## src/rtl/timer_pkg.sv

```systemverilog
// -----------------------------------------------------------------------------
// timer_pkg
// Shared definitions for the timer initiator block.
//   state_t              : 3-bit FSM encoding (IDLE, ARM, WAIT, RELAX, FINISH,
//                          HOLD, FAULT), also visible on the debug port fsm_state
//   DEF_CNT_W            : default width of period count / periods_left
//   DEF_WD_W             : default width of the watchdog counter
//   DEF_TIMEOUT_CYCLES   : default cycles in WAIT before a timer is declared dead
// -----------------------------------------------------------------------------
package timer_pkg;

    localparam int DEF_CNT_W          = 8;
    localparam int DEF_WD_W           = 13;
    localparam int DEF_TIMEOUT_CYCLES = 4096;

    typedef enum logic [2:0] {
        IDLE   = 3'd0,
        ARM    = 3'd1,
        WAIT   = 3'd2,
        RELAX  = 3'd3,
        FINISH = 3'd4,
        HOLD   = 3'd5,
        FAULT  = 3'd6
    } state_t;

endpackage

```

## src/rtl/detector_flanco.sv

```systemverilog
// -----------------------------------------------------------------------------
// detector_flanco
// Rising-edge detector: one register plus an AND gate.
// Ports:
//   clk   in  system clock, rising edge
//   reset in  asynchronous, active-high; clears the history register
//   d     in  level input to watch
//   rise  out combinational, high when d=1 and d was 0 on the previous edge
// -----------------------------------------------------------------------------
module detector_flanco (
    input  logic clk,
    input  logic reset,
    input  logic d,
    output logic rise
);

    logic d_q;

    always_ff @(posedge clk or posedge reset) begin
        if (reset) begin
            d_q <= 1'b0;
        end else begin
            d_q <= d;
        end
    end

    assign rise = d & ~d_q;

endmodule

```

## src/rtl/timer_initiator.sv

```systemverilog
// -----------------------------------------------------------------------------
// timer_initiator
// Initiator side of the one-shot timer handshake. Issues start pulses to a
// timer, consumes its completion pulse, chains a programmable number of
// periods and flags a timer that never answers.
//
// Optional feature macro: TIMER_INIT_STATS_EN
//   defined   -> adds spurious_cnt, a saturating count of completion edges
//                seen outside WAIT (cleared by reset only)
//   undefined -> port and counter absent
//
// Ports:
//   clk           in   system clock, rising edge
//   reset         in   asynchronous, active-high; clears all state
//   req           in   user request level, sampled in IDLE
//   num_periods   in   periods to chain, latched when the request is accepted
//   timer_done    in   timer completion (termino), may stay high several cycles
//   timer_start   out  one-cycle start pulse to the timer
//   busy          out  high in every state except IDLE
//   done          out  one-cycle pulse when all periods have elapsed
//   error         out  high while in FAULT
//   periods_left  out  remaining periods, live
//   spurious_cnt  out  (TIMER_INIT_STATS_EN only) stray completion edges
//   fsm_state     out  debug view of the FSM state register
//
// User handshake: req is a level. It is accepted only in IDLE; the block
// answers with a single done pulse (or with error on a dead timer) and then
// waits for req to return low before it can accept another request, so a
// req held high never retriggers.
// -----------------------------------------------------------------------------
module timer_initiator
    import timer_pkg::*;
#(
    parameter int CNT_W          = DEF_CNT_W,
    parameter int WD_W           = DEF_WD_W,
    parameter int TIMEOUT_CYCLES = DEF_TIMEOUT_CYCLES
) (
    input  logic             clk,
    input  logic             reset,
    input  logic             req,
    input  logic [CNT_W-1:0] num_periods,
    input  logic             timer_done,
    output logic             timer_start,
    output logic             busy,
    output logic             done,
    output logic             error,
    output logic [CNT_W-1:0] periods_left,
`ifdef TIMER_INIT_STATS_EN
    output logic [CNT_W-1:0] spurious_cnt,
`endif
    output logic [2:0]       fsm_state
);

    localparam logic [WD_W-1:0] WD_LAST = WD_W'(TIMEOUT_CYCLES - 1);

    state_t          state;
    state_t          next_state;
    logic [WD_W-1:0] watchdog;
    logic            rise;

    detector_flanco u_done_edge (
        .clk   (clk),
        .reset (reset),
        .d     (timer_done),
        .rise  (rise)
    );

    assign fsm_state = state;

    // Next-state logic. A completion edge in WAIT takes priority over the
    // watchdog expiring in the same cycle.
    always_comb begin
        next_state = state;
        case (state)
            IDLE: begin
                if (req) begin
                    next_state = (num_periods == '0) ? FINISH : ARM;
                end
            end
            ARM: begin
                next_state = WAIT;
            end
            WAIT: begin
                if (rise) begin
                    // Decrement lands on zero exactly when one period remains.
                    next_state = (periods_left == CNT_W'(1)) ? FINISH : RELAX;
                end else if (watchdog == WD_LAST) begin
                    next_state = FAULT;
                end
            end
            RELAX: begin
                // The timer cannot be restarted until it drops termino.
                if (!timer_done) begin
                    next_state = ARM;
                end
            end
            FINISH: begin
                next_state = HOLD;
            end
            HOLD, FAULT: begin
                if (!req) begin
                    next_state = IDLE;
                end
            end
            default: begin
                next_state = IDLE;
            end
        endcase
    end

    // State register and registered outputs. timer_start and done are taken
    // from the current state, so each appears one cycle after ARM / FINISH is
    // entered; busy and error follow the state being entered, so they are
    // high exactly while the FSM sits outside IDLE / in FAULT.
    always_ff @(posedge clk or posedge reset) begin
        if (reset) begin
            state        <= IDLE;
            periods_left <= '0;
            watchdog     <= '0;
            timer_start  <= 1'b0;
            done         <= 1'b0;
            busy         <= 1'b0;
            error        <= 1'b0;
        end else begin
            state       <= next_state;
            timer_start <= (state == ARM);
            done        <= (state == FINISH);
            busy        <= (next_state != IDLE);
            error       <= (next_state == FAULT);

            case (state)
                IDLE: begin
                    if (req && (num_periods != '0)) begin
                        periods_left <= num_periods;
                    end
                end
                ARM: begin
                    watchdog <= '0;
                end
                WAIT: begin
                    // Stops at the last value so it never wraps.
                    if (watchdog != WD_LAST) begin
                        watchdog <= watchdog + WD_W'(1);
                    end
                    if (rise) begin
                        periods_left <= periods_left - CNT_W'(1);
                    end
                end
                default: begin
                end
            endcase
        end
    end

`ifdef TIMER_INIT_STATS_EN
    // Completion edges that arrive when nobody is waiting for them.
    always_ff @(posedge clk or posedge reset) begin
        if (reset) begin
            spurious_cnt <= '0;
        end else if (rise && (state != WAIT) && (spurious_cnt != '1)) begin
            spurious_cnt <= spurious_cnt + CNT_W'(1);
        end
    end
`endif

endmodule
```

## config.mk

```make
export PLATFORM = sky130hd
export DESIGN_NAME = timer_initiator
export DESIGN_NICKNAME = d
export VERILOG_FILES = /design/src/rtl/timer_pkg.sv /design/src/rtl/detector_flanco.sv /design/src/rtl/timer_initiator.sv
export SDC_FILE = /design/constraint.sdc
export NUM_CORES = 1
export LEC_CHECK = 0
export CAP_MARGIN = 10
export CORE_MARGIN = 2
export CORE_UTILIZATION = 57
export DETAILED_ROUTE_END_ITERATION = 10
export GPL_TIMING_DRIVEN = 0
export MAX_ROUTING_LAYER = met4
export PLACE_DENSITY = 0.91
export SYNTH_ARGS = -nofsm -noshare
export SYNTH_HDL_FRONTEND = slang
export SYNTH_HIERARCHICAL = 1
export SYNTH_SLANG_ARGS = --single-unit
```

## constraint.sdc

```tcl
create_clock -name clk -period 6 [get_ports clk]
set_input_delay 0.9 -clock clk [delete_from_list [all_inputs] [get_ports clk]]
set_output_delay 0.9 -clock clk [all_outputs]
set_load 0.005 [all_outputs]
```

==> metrics.md <==
| Metric | Value |
|---|---|
| Status | `finished with violations` |
| Failing checks | `DRC` |
| Synth async-reset ratio | `100%` |
| Clock tree buffer depth | `2` |
| Post-Syn Nets | `204` |
| Clk root buf | `clkbuf_4` |
| GRT Util Overall | `slightly below 30%` |
| Synth warn | `6` |
| Post-detailed-route via-to-cell ratio | `around 6.7` |
| Num rows | `19` |
| Postcts setup bufs | `0` |
| Met2 routed WL | `2.17 mm` |
| Skew final | `~0.014 ns` |
| Leading area contributor after synthesis | `dfrtp_1` |
| Diode count | `0` |
| Min Tclk post-route | `about 2.7 ns` |
| Grt total ovfl | `0` |
| Post-Syn Area | `roughly 1700 sq um` |
| Mapped Cells | `between 150 and 200` |
| Worst slew pin tran | `slightly above 0.9 ns` |
| Power per cell area | `roughly 430 nW/um^2` |
| Buffers added on ports | `26` |
| Hold_buf cts | `0` |
| Die Wd | `58.7 um` |
| FF+latch area | `726 sq um` |
| Layout cells sized above 1 | `under 10%` |
| Metal1 wirelength | `approximately 1.7 mm` |
| Clock Sinks | `29` |
| CP arrival | `approximately 3 ns` |
| CP max-delay cell | `or4_1` |
| First-pass GRT wire length | `approximately 7.4 mm` |
| Metal3 WL | `approximately 380 um` |
| CP Launch Type | `input pin` |
| CP Cell Sequence | `clkdlybuf4s50_1, or4_1, o211a_1, clkbuf_1, nor2_1, o221ai_1` |
| CORE AREA | `2810 sq um` |
| Antenna violations before repair | `0` |
| FILL cells | `approximately 210` |
| Final Cycle Share | `45.5%` |
| Pre-antenna DRT Iters | `7` |
| Post-DP HPWL | `about 3.1 mm` |
| Worst-path clk slew | `~0.1 ns` |
| Average size of a mapped cell | `9.02 sq um` |
| Top post-synthesis cells by area | `dfrtp_1, a21oi_1, nand2_1` |
| Largest net degree at the start of global routing | `29` |
| Antenna-violating nets left | `0` |
| HP Start | `watchdog[12]` |
| Maximum fanout along the worst path | `9` |
| Worst EP required | `6.19 ns` |
| RSZ-0062 raised after global routing | `false` |
| Vias in the first global route | `between 1500 and 2000` |
| Layout area overhead | `23.3%` |
| Initial DRC count | `95` |
| Hold WC Path Type | `reg -> reg` |
| P_leak | `~0.86 nW` |
| GPL Wtd Cong | `~0.93` |
| DR top layer | `met4` |
| Hold Vio Cnt, Final | `0` |
| Post-synthesis sequential area ratio | `around 43%` |
| Fmax | `about 370 MHz` |
| Post-route DRC | `2` |
| Area of the multi-input gates | `approximately 880 sq um` |
| Post-cts resize count | `0` |
| Number of H-tree levels | `2` |
| Initial Util | `between 60% and 70%` |
| Worst IR Drop VDD | `between 0.0002 and 0.0003 V` |
| Crit. End Element | `flop` |
| Routed WL | `4.36 mm` |
| Yosys cell types | `48` |
| Max incr delay on CP | `about 0.63 ns` |
| Number of I/O pins | `27` |
| R2r startpoint | `watchdog[0]` |
| Cts bufs inserted | `5` |
| Die span in y | `~59 um` |
| Crit path buf inv count | `2` |
| Vias | `between 1500 and 2000` |
| Final setup vio count | `0` |
| Fin util | `roughly 75%` |
| NumNets Final | `roughly 240` |
| Cell family with the largest share of critical-path delay | `simple AND/OR/NAND/NOR gates` |
| Slew Limit Fails | `0` |
| Critical path type | `in -> reg` |
| Worst hold margin | `0.532 ns` |
| WL/cell | `approximately 17 um` |
| CTS tree | `built` |
| Setup TNS | `0 ns` |
| Crit path from | `num_periods[4]` |
| Total power | `between 0.9 and 1 mW` |
| Top_reg_cell synth | `dfrtp_1` |
| Slew margin rel. | `between 30% and 40%` |
| Top-area cell type share of the netlist area | `42.6%` |
| Seq cells post-synth | `29` |
| Number of synthesized flops with an enable pin | `0` |
| Later-pin clock latency in the skew report | `~0.33 ns` |
| MaxCap Viol Count | `0` |
| Die Area | `3440 sq um` |
[through the flow]
stage | cell area (sq um) | std cells | setup WS [ns]
floorplan | 1700 | 189 | 3.63
global placement | 2000 | 246 | 3.01
detailed placement | 2000 | 246 | 2.97
CTS | 2070 | 254 | 3.34
global route | 2100 | 255 | 3.26
finish | 2100 | 255 | 3.27
[cells by family (layout without fill, tap and decap cells)]
family,Yosys count,count (layout),synth area share (%)
AND/OR/NAND/NOR,75,75,25.5
multiplexers,3,3,1.76
AO/OA/AOI/OAI,56,56,22.2
adder cells (fa/ha/maj),3,3,2.20
buffers and inverters,23,58,5.73
flip-flops,29,29,42.6
[report_power, final]
group	total, mW	switching, mW	leakage, nW	internal, mW
Clock	0.139	0.0714	0.0413	0.0678
Sequential	0.315	0.0627	0.370	0.252
Combinational	0.451	0.240	0.446	0.212
Total	0.906	0.374	0.857	0.532
[routing by layer]
layer  up-vias  GRT usage (%)
li1        783              -
met1       819           34.0
met2        94           48.8
met3        14           6.59
met4         0           13.3
met5         -              -
[layout by cell type, fill, tap and decap left out, types with 3 or more instances in the layout]
master	count
a21oi_1	14
a31oi_1	3
and3_1	3
buf_2	3
clkbuf_1	6
clkbuf_4	5
clkdlybuf4s50_1	26
dfrtp_1	29
ha_1	3
inv_1	12
mux2i_1	3
nand2_1	18
nand3_1	6
nor2_1	12
nor4_1	4
o21ai_0	10
o221ai_1	4
o31ai_1	5
or3_1	7
or4_1	6
[sequential cells by signal, summed over array words and instances, names as in the netlist]
signal           flops
watchdog            13
periods_left         8
fsm_state            3
busy                 1
done                 1
error                1
timer_start          1
u_done_edge/d_q      1
[cell usage after synthesis, types with 2 or more instances]
master     number
o31ai_1         5
nor3b_1         2
nand3_1         6
and3_1          3
or4b_1          2
nand3b_1        2
dfrtp_1        29
o22a_1          2
inv_1          12
o2111ai_1       2
o211ai_1        2
clkbuf_1        6
or3_1           7
o22ai_1         2
o21ai_0        10
o21a_1          2
nor2_1         12
mux2i_1         3
buf_2           3
nor3_1          2
o221ai_1        4
nor4_1          4
ha_1            3
nand2_1        18
nand4b_1        2
or4_1           6
nor2b_1         2
a21oi_1        14
a31oi_1         3
[area by class of cell]
class	instances	share of cell area, %
Buffer	10	2.32
Multi-Input combinational cell	137	41.9
Sequential cell	29	34.5
Timing Repair Buffer	27	13.7
Clock inverter	1	0.238
Clock buffer	7	3.10
Inverter	13	2.32
Tap cell	31	1.85
[final timing paths]
check	endpoint	slack, ns	cells after the start
worst min-delay path	watchdog[12]	0.53	1
worst max-delay path	periods_left[3]	3.27	6
worst max register to register	error	3.50	6
worst min register to register	watchdog[12]	0.53	1
min in group asynchronous	u_done_edge/d_q	0.72	2
max in group asynchronous	watchdog[8]	4.70	3
Note: power is estimated with default switching activity, not from simulation.
